--- config.mk ---
export PLATFORM = sky130hd
export DESIGN_NAME = alu_arbiter_flat
export DESIGN_NICKNAME = d
export VERILOG_FILES = /design/src/rtl/alu_arbiter_if.sv /design/src/rtl/alu_arbiter.sv /design/src/flat_wrapper.sv
export SDC_FILE = /design/constraint.sdc
export NUM_CORES = 1
export LEC_CHECK = 0
export CAP_MARGIN = 25
export CORE_UTILIZATION = 40
export CTS_CLUSTER_SIZE = 10
export DETAILED_ROUTE_END_ITERATION = 6
export PLACE_DENSITY = 0.91
export SLEW_MARGIN = 40
export SYNTH_ARGS = -nofsm -noshare
export SYNTH_HDL_FRONTEND = slang
export SYNTH_SLANG_ARGS = --single-unit
--- constraint.sdc ---
create_clock -name clk -period 2.1 [get_ports clk]
set_input_delay 0.315 -clock clk [delete_from_list [all_inputs] [get_ports clk]]
set_output_delay 0.315 -clock clk [all_outputs]
set_load 0.02 [all_outputs]
--- src/rtl/alu_arbiter_if.sv ---
// alu_arbiter_if: request and response handshake bundle between requesters and the arbiter
interface alu_arbiter_if #(
  parameter int WIDTH = 16,
  parameter int NREQ = 4,
  parameter int IDW = 2
);
  logic [NREQ-1:0] req_valid;
  logic [NREQ-1:0] req_ready;
  logic [NREQ*5-1:0] req_op;
  logic [NREQ*WIDTH-1:0] req_x;
  logic [NREQ*WIDTH-1:0] req_y;
  logic resp_valid;
  logic resp_ready;
  logic [IDW-1:0] resp_id;
  logic [WIDTH-1:0] resp_z;
  modport master (
    output req_valid, req_op, req_x, req_y, resp_ready,
    input req_ready, resp_valid, resp_id, resp_z
  );
  modport slave (
    input req_valid, req_op, req_x, req_y, resp_ready,
    output req_ready, resp_valid, resp_id, resp_z
  );
endinterface

--- src/rtl/alu_arbiter.sv ---
// alu_arbiter: round-robin sharing of one combinational ALU among NREQ requesters
module alu_arbiter #(
  parameter int WIDTH = 16,
  parameter int NREQ = 4,
  parameter int IDW = 2,
  parameter int ALU_LAT = 1
) (
  input  logic clk,
  input  logic reset_n,
  alu_arbiter_if.slave bus,
  output logic [4:0] alu_op,
  output logic [WIDTH-1:0] alu_x,
  output logic [WIDTH-1:0] alu_y,
  input  logic [WIDTH-1:0] alu_z,
  output logic [15:0] ops_done
);
  typedef enum logic [1:0] {IDLE, EXEC, DONE} state_t;
  state_t state, nxt;
  logic [IDW-1:0] ptr, id, win, idx;
  logic [3:0] cnt;
  logic accept;
  // search from the port after the last winner; the smallest offset is written last and wins
  always_comb begin
    win = ptr;
    idx = '0;
    for (int k = NREQ; k >= 1; k--) begin
      idx = IDW'((int'(ptr) + k) % NREQ);
      if (bus.req_valid[idx]) win = idx;
    end
  end
  assign accept = reset_n && state == IDLE && |bus.req_valid;
  assign bus.req_ready = accept ? NREQ'(1) << win : '0;
  // state register
  always_ff @(posedge clk or negedge reset_n)
    if (!reset_n) state <= IDLE;
    else state <= nxt;
  // next state: accept, wait out the ALU latency, then hold the response until taken
  always_comb begin
    nxt = state;
    nxt = accept ? EXEC
        : state == EXEC && cnt == 4'd0 ? DONE
        : state == DONE && bus.resp_ready ? IDLE
        : state;
  end
  // operand latch, result capture and completion counting
  always_ff @(posedge clk or negedge reset_n)
    if (!reset_n) begin
      ptr <= IDW'(NREQ - 1);
      id <= '0;
      cnt <= '0;
      alu_op <= '0;
      alu_x <= '0;
      alu_y <= '0;
      bus.resp_valid <= 1'b0;
      bus.resp_id <= '0;
      bus.resp_z <= '0;
      ops_done <= '0;
    end else begin
      if (accept) begin
        alu_op <= bus.req_op[5*win +: 5];
        alu_x <= bus.req_x[WIDTH*win +: WIDTH];
        alu_y <= bus.req_y[WIDTH*win +: WIDTH];
        id <= win;
        ptr <= win;
        cnt <= 4'(ALU_LAT - 1);
      end
      if (state == EXEC) begin
        if (cnt == 4'd0) begin
          bus.resp_z <= alu_z;
          bus.resp_id <= id;
          bus.resp_valid <= 1'b1;
        end else cnt <= cnt - 4'd1;
      end
      if (state == DONE && bus.resp_ready) begin
        bus.resp_valid <= 1'b0;
        ops_done <= ops_done + 16'(ops_done != 16'hFFFF);
      end
    end
endmodule

--- src/flat_wrapper.sv ---
// flat-port wrapper written by rule: the top's interface ports become plain ports
module alu_arbiter_flat 
#(
  parameter int WIDTH = 16,
  parameter int NREQ = 4,
  parameter int IDW = 2,
  parameter int ALU_LAT = 1
)
  (clk, reset_n, alu_op, alu_x, alu_y, alu_z, ops_done, bus_req_valid, bus_req_op, bus_req_x, bus_req_y, bus_resp_ready, bus_req_ready, bus_resp_valid, bus_resp_id, bus_resp_z);
  alu_arbiter_if #(.WIDTH(WIDTH), .NREQ(NREQ), .IDW(IDW)) bus_i ();
  input  logic clk;
  input  logic reset_n;
  output logic [4:0] alu_op;
  output logic [WIDTH-1:0] alu_x;
  output logic [WIDTH-1:0] alu_y;
  input  logic [WIDTH-1:0] alu_z;
  output logic [15:0] ops_done;
  input wire logic [$bits(bus_i.req_valid)-1:0] bus_req_valid;
  input wire logic [$bits(bus_i.req_op)-1:0] bus_req_op;
  input wire logic [$bits(bus_i.req_x)-1:0] bus_req_x;
  input wire logic [$bits(bus_i.req_y)-1:0] bus_req_y;
  input wire logic [$bits(bus_i.resp_ready)-1:0] bus_resp_ready;
  output wire logic [$bits(bus_i.req_ready)-1:0] bus_req_ready;
  output wire logic [$bits(bus_i.resp_valid)-1:0] bus_resp_valid;
  output wire logic [$bits(bus_i.resp_id)-1:0] bus_resp_id;
  output wire logic [$bits(bus_i.resp_z)-1:0] bus_resp_z;
  assign bus_i.req_valid = bus_req_valid;
  assign bus_i.req_op = bus_req_op;
  assign bus_i.req_x = bus_req_x;
  assign bus_i.req_y = bus_req_y;
  assign bus_i.resp_ready = bus_resp_ready;
  assign bus_req_ready = bus_i.req_ready;
  assign bus_resp_valid = bus_i.resp_valid;
  assign bus_resp_id = bus_i.resp_id;
  assign bus_resp_z = bus_i.resp_z;
  alu_arbiter #(.WIDTH(WIDTH), .NREQ(NREQ), .IDW(IDW), .ALU_LAT(ALU_LAT)) u_core (.clk(clk), .reset_n(reset_n), .bus(bus_i), .alu_op(alu_op), .alu_x(alu_x), .alu_y(alu_y), .alu_z(alu_z), .ops_done(ops_done));
endmodule
# Yosys cells after proc, flatten, opt, wreduce, memory -nomap -nowiden
# Index checks and enable logic that the tools add are counted.
# op_classes
n_shift	4
mux	22
multipliers	1
reduce_logical	12
n_addsub	6
n_eq_ne	3
order_cmp	4
# ops
operator	count
$shiftx A64 B7 Y16	2
$shiftx A20 B6 Y5	1
$add A16 B1 Y16	1
$mux W4	4
$ne A16 B16 Y1 const B	1
$mux W2	7
$lt A2 B3 Y1 const B	4
$bmux W1 S2	4
$mux W1	7
$mul A3 B2 Y5 const A	1
$add A2 B1 Y2 const B	2
$add A2 B2 Y2 const B	2
$logic_and A1 B1 Y1	4
$logic_not A4 Y1	1
$reduce_and A2 Y1	2
$reduce_bool A2 Y1	2
$reduce_or A4 Y1	1
$shl A1 B2 Y4 const A	1
$sub A4 B1 Y4 const B	1
$reduce_bool A3 Y1	1
$eq A2 B1 Y1 const B	1
$eq A2 B2 Y1 const B	1
$logic_not A2 Y1	1
# totals
register_bits	82
out_inout_bits	76
inputBits	171

# Longest topological paths before layout
# Gate-level depths: netlist (run 1).
# depth
word_depth	9
depth_mapped	9
depth_no_buf	9

# Least setup slack after synthesis (run 1)
# No wires, ideal clock.
# synth_path
path_type	reg-to-output
from	reg u_core.ptr[1]
to	out bus_req_ready[0]
arrival_ns	1.788
required_ns	1.785
stages_incl_launch_ff	7
path_slack_ns	-0.003
path_buffers	2
path_cell_list	dfstp_2 nand2b_1 a21o_1 buf_2 clkbuf_1 nand2_1 nor3_1
# synth_via
elab_chain_len	9
word_cells_on_any_way	18
classes_between	add/sub: 4; shift: 1; mux: 13
# synth_lines
element	line	source
start, declared	alu_arbiter.sv:19	logic [IDW-1:0] ptr, id, win, idx;
start signal, assigned	alu_arbiter.sv:48	ptr <= IDW'(NREQ - 1);
start signal, assigned	alu_arbiter.sv:64	ptr <= win;
$add A2 B1 Y2	alu_arbiter.sv:27	idx = IDW'((int'(ptr) + k) % NREQ);
$bmux W1 S2	alu_arbiter.sv:28	if (bus.req_valid[idx]) win = idx;
$mux W1 (implied by the code)	alu_arbiter.sv:28	
$mux W2 (3 in series)	alu_arbiter.sv:28	
$mux W2 (*)	alu_arbiter.sv:28	
$shl A1 B2 Y4 (*)	alu_arbiter.sv:32	assign bus.req_ready = accept ? NREQ'(1) << win : '0;
$mux W4 (*)	alu_arbiter.sv:32	
end, declared	flat_wrapper.sv:23	output wire logic [$bits(bus_i.req_ready)-1:0] bus_req_ready;
# Mark *: on every way between the ends. The rest lies on a longest branch, timed or not. The select of a mux whose other input is x is not followed.

# Final worst setup path (run 1)
# layout_path
from	reg u_core.ptr[1]
to	out bus_req_ready[1]
# Same word-level chain as after synthesis.

==> flow_summary.yaml, run 1 <==
power:
  seqPwrFrac_pct: 42.4
  sw_frac_of_total_pct: 24.1
  ir_worst_vdd_mv: 0.523
  power_switching_uw: 910
  leakage_uw: 0.00331
  power_frac_clock_pct: 40.8
  p_per_area_nw_per_um2: 495
  power_frac_comb_pct: 16.9
  internal_power_uw: 2870
finish:
  finalInstanceArea_um2: 7630
  drive_gt1_share_pct: 11.4
  area_growth_pct: 66.8
  n_fill_cell: 828
  regArea_um2: 2050
  diodes: 0
  multiInputGateArea_um2: 2390
  final_nets: 892
  fin_util_pct: 69.5
cts:
  cts_tree: "yes"
  htreeDepth: 3
  clock_path_buffers: 2
  clk_latency_ns: 0.34
  path_clk_slew_ns: 0.07
  clkSinkCount: 82
  cts-root-buf: "clkbuf_16"
  cts_made_buffers: 9
worst_hold_path:
  min_path_type: "reg2reg"
routing:
  wire_per_inst_um: 16.5
  vias: 4557
  drcViolationCount: 0
  ant_nets: 0
  dr.pass1.iters: 5
  avgViaCountPerCell: 5.29
  first_iter_violations: 150
  wirelength_mm: 14.2
floorplanning:
  die_w_um: 109
  core_area_um2: 11000
  dieArea_um2: 11900
  die_h_um: 109
  num_rows: 38
  start_util_pct: 41.7
  boundaryPins: 247
synth:
  synth.top_cell.area_share_pct: 43.7
  netlist-cell-type-count: 38
  yosysSeqAreaShare_pct: 44.9
  syn_nets: 643
  synth_ff_type: "dfrtp_1"
  synth_most_common_cell: "dfrtp_1"
  async_reset_ff_share_pct: 100
  synth_edf_count: 0
  synth.ff_latch_count: 82
  synthTopCellsByCount: "dfrtp_1 (80), nand2_1 (60), and3_1 (42), mux2i_1 (38), o211ai_1 (37)"
  synthCells: 468
  yosysTopAreaCell: "dfrtp_1"
  synth_area_per_cell_um2: 9.78
  synthTopCellsByArea: "dfrtp_1 (44%), mux2i_1 (8.3%), o211ai_1 (6.1%)"
  synth_area_um2: 4580
  ys_warn_count: 0
worst_setup_path:
  worstSetupStartpointType: "flop"
  cp.arrival_ns: 1.79
  startpoint: "u_core.ptr[1]"
  endpoint_kind: "primary output"
  cp.required_ns: 1.78
  worstPathMaxFanout: 5
  r2r_cells: 7
  r2r_start: "u_core.ptr[1]"
  r2r-end: "u_core.alu_y[14]"
  endpoint: "bus_req_ready[1]"
  path_class: "reg2out"
  rrSetupSlack_ns: 0.09
sta:
  worst_slew_pin_slew_ns: 0.555
  final_max_slew_viol_count: 0
  fin_ws_ns: -0.00928
  fmax_mhz: 474
  hold_viol: 0
  tns_ns: -0.0163
  slew_headroom_pct: 62.6
  finalSetupViolCount: 2
  post-route-period-util_pct: 100
  min_period_ns: 2.11
  fin_skew_ns: 0.00568
  rsz0062_at_grt: "true"
global_route:
  antenna_found_initial: 0
  grt_overflow: 0
  grt_pass1_wl_mm: 21.7
  grtUsageTotal_pct: 23.9
  grt_pass1_vias: 4596
  grt_max_degree: 64
placement:
  gp_congestion: 0.886
  post-place-ws_ns: -0.516
  dpl_cell_area_um2: 7260
  port_buffers: 246
  hpwlAfterDp_mm: 10.9
run_status:
  violations: "setup timing"
  outcome: "finished with violations"
run:
  drv_cap: 0
## through the flow
stage	power [µW]	std cells	hold WS [ns]
finish	3780	862	0.488
global route	3920	862	0.498
CTS	3800	861	0.482
detailed placement	2260	843	0.354
global placement	2240	843	0.339
floorplan	1840	468	0.0194
## critical path, cell delays in order (launching register included)
cell and delay, ns:
dfstp_2 0.58, mux2i_1 0.09, o22a_2 0.22, and2_2 0.23
nor3_2 0.17, buf_4 0.17
## cell type report
type	count	share of cell area, %
inverters	3	0.147
repair buffers	274	35.4
clock buffers	10	3.13
well taps	140	2.29
multi-input cells	347	31.3
clock inverters	6	0.754
flip-flops and latches	82	26.9
## state kept, by name (all words and copies together) (netlist names)
name                   cells
u_core.bus.resp_id         2
u_core.cnt                 4
u_core.alu_x              16
u_core.state               2
u_core.bus.resp_valid      1
u_core.alu_y              16
u_core.ops_done           16
u_core.alu_op              5
u_core.bus.resp_z         16
u_core.ptr                 2
u_core.id                  2
## cell families (layout without fill, tap and decap cells)
logic type | Yosys count | in the layout | synth area share [%]
AOI/OAI and AO/OA | 125 | 125 | 18.2
xor gates and xnor gates | 14 | 14 | 2.68
adders and majority gates | 4 | 4 | 1.09
buffers and inverters | 39 | 293 | 4.24
DFF | 82 | 82 | 44.9
muxes | 56 | 56 | 12.7
and+or+nand+nor | 148 | 148 | 16.2
## cells in the final DEF, fill, tap and decap left out, types with 17 or more instances in the layout
| master | n |
|---|---|
| clkdlybuf4s50_1 | 237 |
| dfrtp_1 | 80 |
| nand2_1 | 58 |
| and3_1 | 39 |
| mux2i_1 | 38 |
| o211ai_1 | 37 |
| o21ai_1 | 31 |
| buf_4 | 26 |
| a21boi_1 | 20 |
| mux2_2 | 18 |
| a21boi_0 | 17 |
## power by group through the flow
stage,Clock [µW],Combinational (µW),Sequential (µW)
2_1_floorplan,0,190,1650
3_3_place_gp,0,612,1630
3_5_place_dp,0,626,1630
4_1_cts,1570,633,1600
5_1_grt,1630,688,1600
6_report,1540,638,1600
## metal layers
layer / track usage [%] / share of wire, %
met3: 6.46 / 6.7
met1: 25.5 / 38
met5: 0 / 0
met2: 44.5 / 53
met4: 8.69 / 2.8
## how the worst min path moves through the flow
stage,start,endpoint,slack [ns],cells past startpoint
floorplan,reset_n,u_core.alu_op[0],0.02,0
global placement,reset_n,u_core.id[1],0.34,2
detailed placement,reset_n,u_core.id[1],0.35,2
CTS,u_core.id[1],u_core.id[1],0.48,2
global route,u_core.id[1],u_core.id[1],0.50,2
finish,u_core.id[1],u_core.id[1],0.49,2
## what timing repair did
| item | in CTS | in global routing |
|---|---|---|
| gates resized for setup | 32 | 9 |
| hold buffers | 1 | 0 |
| buffers inserted | 1 | 1 |
| endpoints found under the hold margin | 19 | 0 |
| cloned | 0 | 0 |
| pin swaps | 2 | 4 |
| endpoints found under the setup margin | 25 | 30 |
(Power assumes the default switching activity.)
==> run 2: changes to the inputs <==
CORE_UTILIZATION = 41   (was 40)
CTS_BUF_LIST = sky130_fd_sc_hd__clkbuf_4 sky130_fd_sc_hd__clkbuf_8   (was not set)
PLACE_DENSITY = 0.93   (was 0.91)
==> flow_summary.yaml, run 2 (same netlist as run 1, synthesis figures left out) <==
routing:
  ant_nets: 0
  wirelength_mm: 14.8
  vias: 4599
  first_iter_violations: 293
  dr.pass1.iters: 4
  drcViolationCount: 0
  wire_per_inst_um: 17.2
  avgViaCountPerCell: 5.36
finish:
  layout_common_cells: "clkdlybuf4s50_1 (238), dfrtp_1 (80), nand2_1 (58)"
  fin_cells: 858
  diodes: 0
  area_growth_pct: 64.0
  regArea_um2: 2050
  layout_commonest_cell: "clkdlybuf4s50_1"
  final_nets: 888
  multiInputGateArea_um2: 2390
  n_fill_cell: 820
  drive_gt1_share_pct: 11.1
worst_setup_path:
  cp.arrival_ns: 1.86
  slowest_delay_ns: 0.58
  crit_chain: "mux2i_1 -> o22a_2 -> buf_6 -> nand2_4 -> nor3_2 -> buf_4"
  cp.required_ns: 1.78
  endpoint_kind: "primary output"
  crit_slowest_cell: "dfstp_2"
  path_class: "reg2out"
  worstPathMaxFanout: 5
  worstSetupStartpointType: "flop"
sta:
  finalSetupViolCount: 3
  worst_slew_pin_slew_ns: 0.734
  fin_skew_ns: 0.0111
  final_max_slew_viol_count: 0
  hold_viol: 0
  fin_ws_ns: -0.0760
  min_period_ns: 2.18
  fmax_mhz: 460
  slew_headroom_pct: 51.1
  tns_ns: -0.128
  rsz0062_at_grt: "true"
  post-route-period-util_pct: 104
  hold_slack_ns: 0.167
power:
  leakage_uw: 0.00324
  p_per_area_nw_per_um2: 455
  ir_worst_vdd_mv: 0.357
  finalPower_uw: 3410
cts:
  clock_path_buffers: 2
  clkSinkCount: 82
  cts_tree: "yes"
  path_clk_slew_ns: 0.08
  clk_latency_ns: 0.34
  ctsHoldBuffers: 0
  cts-root-buf: "clkbuf_8"
  htreeDepth: 3
  cts_made_buffers: 9
floorplanning:
  num_rows: 38
  die_h_um: 108
  start_util_pct: 42.2
  dieArea_um2: 11600
  boundaryPins: 247
  core_area_um2: 10800
  die_w_um: 108
run_status:
  outcome: "finished with violations"
  violations: "setup timing"
placement:
  gp_congestion: 0.884
  hpwlAfterDp_mm: 11.2
  post-place-ws_ns: -0.568
  port_buffers: 246
  dp.cells: 838
worst_hold_path:
  min_path_type: "in2async"
global_route:
  antenna_found_initial: 0
  grtUsageTotal_pct: 25.8
  grt_pass1_vias: 4912
  grt_overflow: 0
  grt_pass1_wl_mm: 23.3
  grt_max_degree: 83
run:
  drv_cap: 0
[run 2: cell type report]
cell class | count | area share, %
Timing Repair Buffer | 270 | 35.6
Multi-Input combinational cell | 347 | 31.9
Sequential cell | 82 | 27.4
Tap cell | 140 | 2.33
Clock buffer | 10 | 1.83
Clock inverter | 6 | 0.867
Inverter | 3 | 0.150
[run 2: worst paths after layout]
check	cells after the start	end	from	slack [ns]
min in group clk	4	u_core.ptr[0]	reset_n	0.47
hold / removal	2	u_core.alu_x[4]	reset_n	0.17
max in group asynchronous	2	u_core.state[1]	reset_n	1.45
hold reg to reg	1	u_core.bus.resp_z[9]	u_core.bus.resp_z[9]	0.51
setup reg to reg	6	u_core.alu_op[2]	u_core.ptr[1]	0.06
setup / recovery	6	bus_req_ready[0]	u_core.ptr[1]	-0.08
[run 2: timing repair]
item,CTS,global route
resized for setup,34,12
buffers inserted,2,2
setup endpoints to repair,36,36
pin swaps,4,0
cloned,0,0
[run 2: where the power goes]
| part | switching, µW | leakage (µW) | internal, µW |
|---|---|---|---|
| Combinational | 228 | 0.00207 | 412 |
| Sequential | 7.64 | 0.00107 | 1590 |
| Clock | 588 | 0.000103 | 585 |
[run 2: metrics by stage]
stage                     cell area, µm²  utilization [%]
final                               7510             69.3
after global routing                7510             69.3
after CTS                           7460             68.8
after detailed placement            7210             66.5
after global placement              7190             66.4
after floorplan                     4580                -
[run 2: layer usage]
metal | part of all wire (%) | track usage (%)
met4 | 2.4 | 8.12
met3 | 6.2 | 5.75
met1 | 38 | 28.5
met5 | 0 | 0
met2 | 53 | 48.6
[run 2: worst max-delay path, delay by kind of cell, from the launching register on]
| family | cells | cell delay, ns |
|---|---|---|
| and+or+nand+nor | 2 | 0.24 |
| muxes | 1 | 0.23 |
| DFF | 1 | 0.58 |
| AOI/OAI and AO/OA | 1 | 0.19 |
| buffers and inverters | 2 | 0.29 |
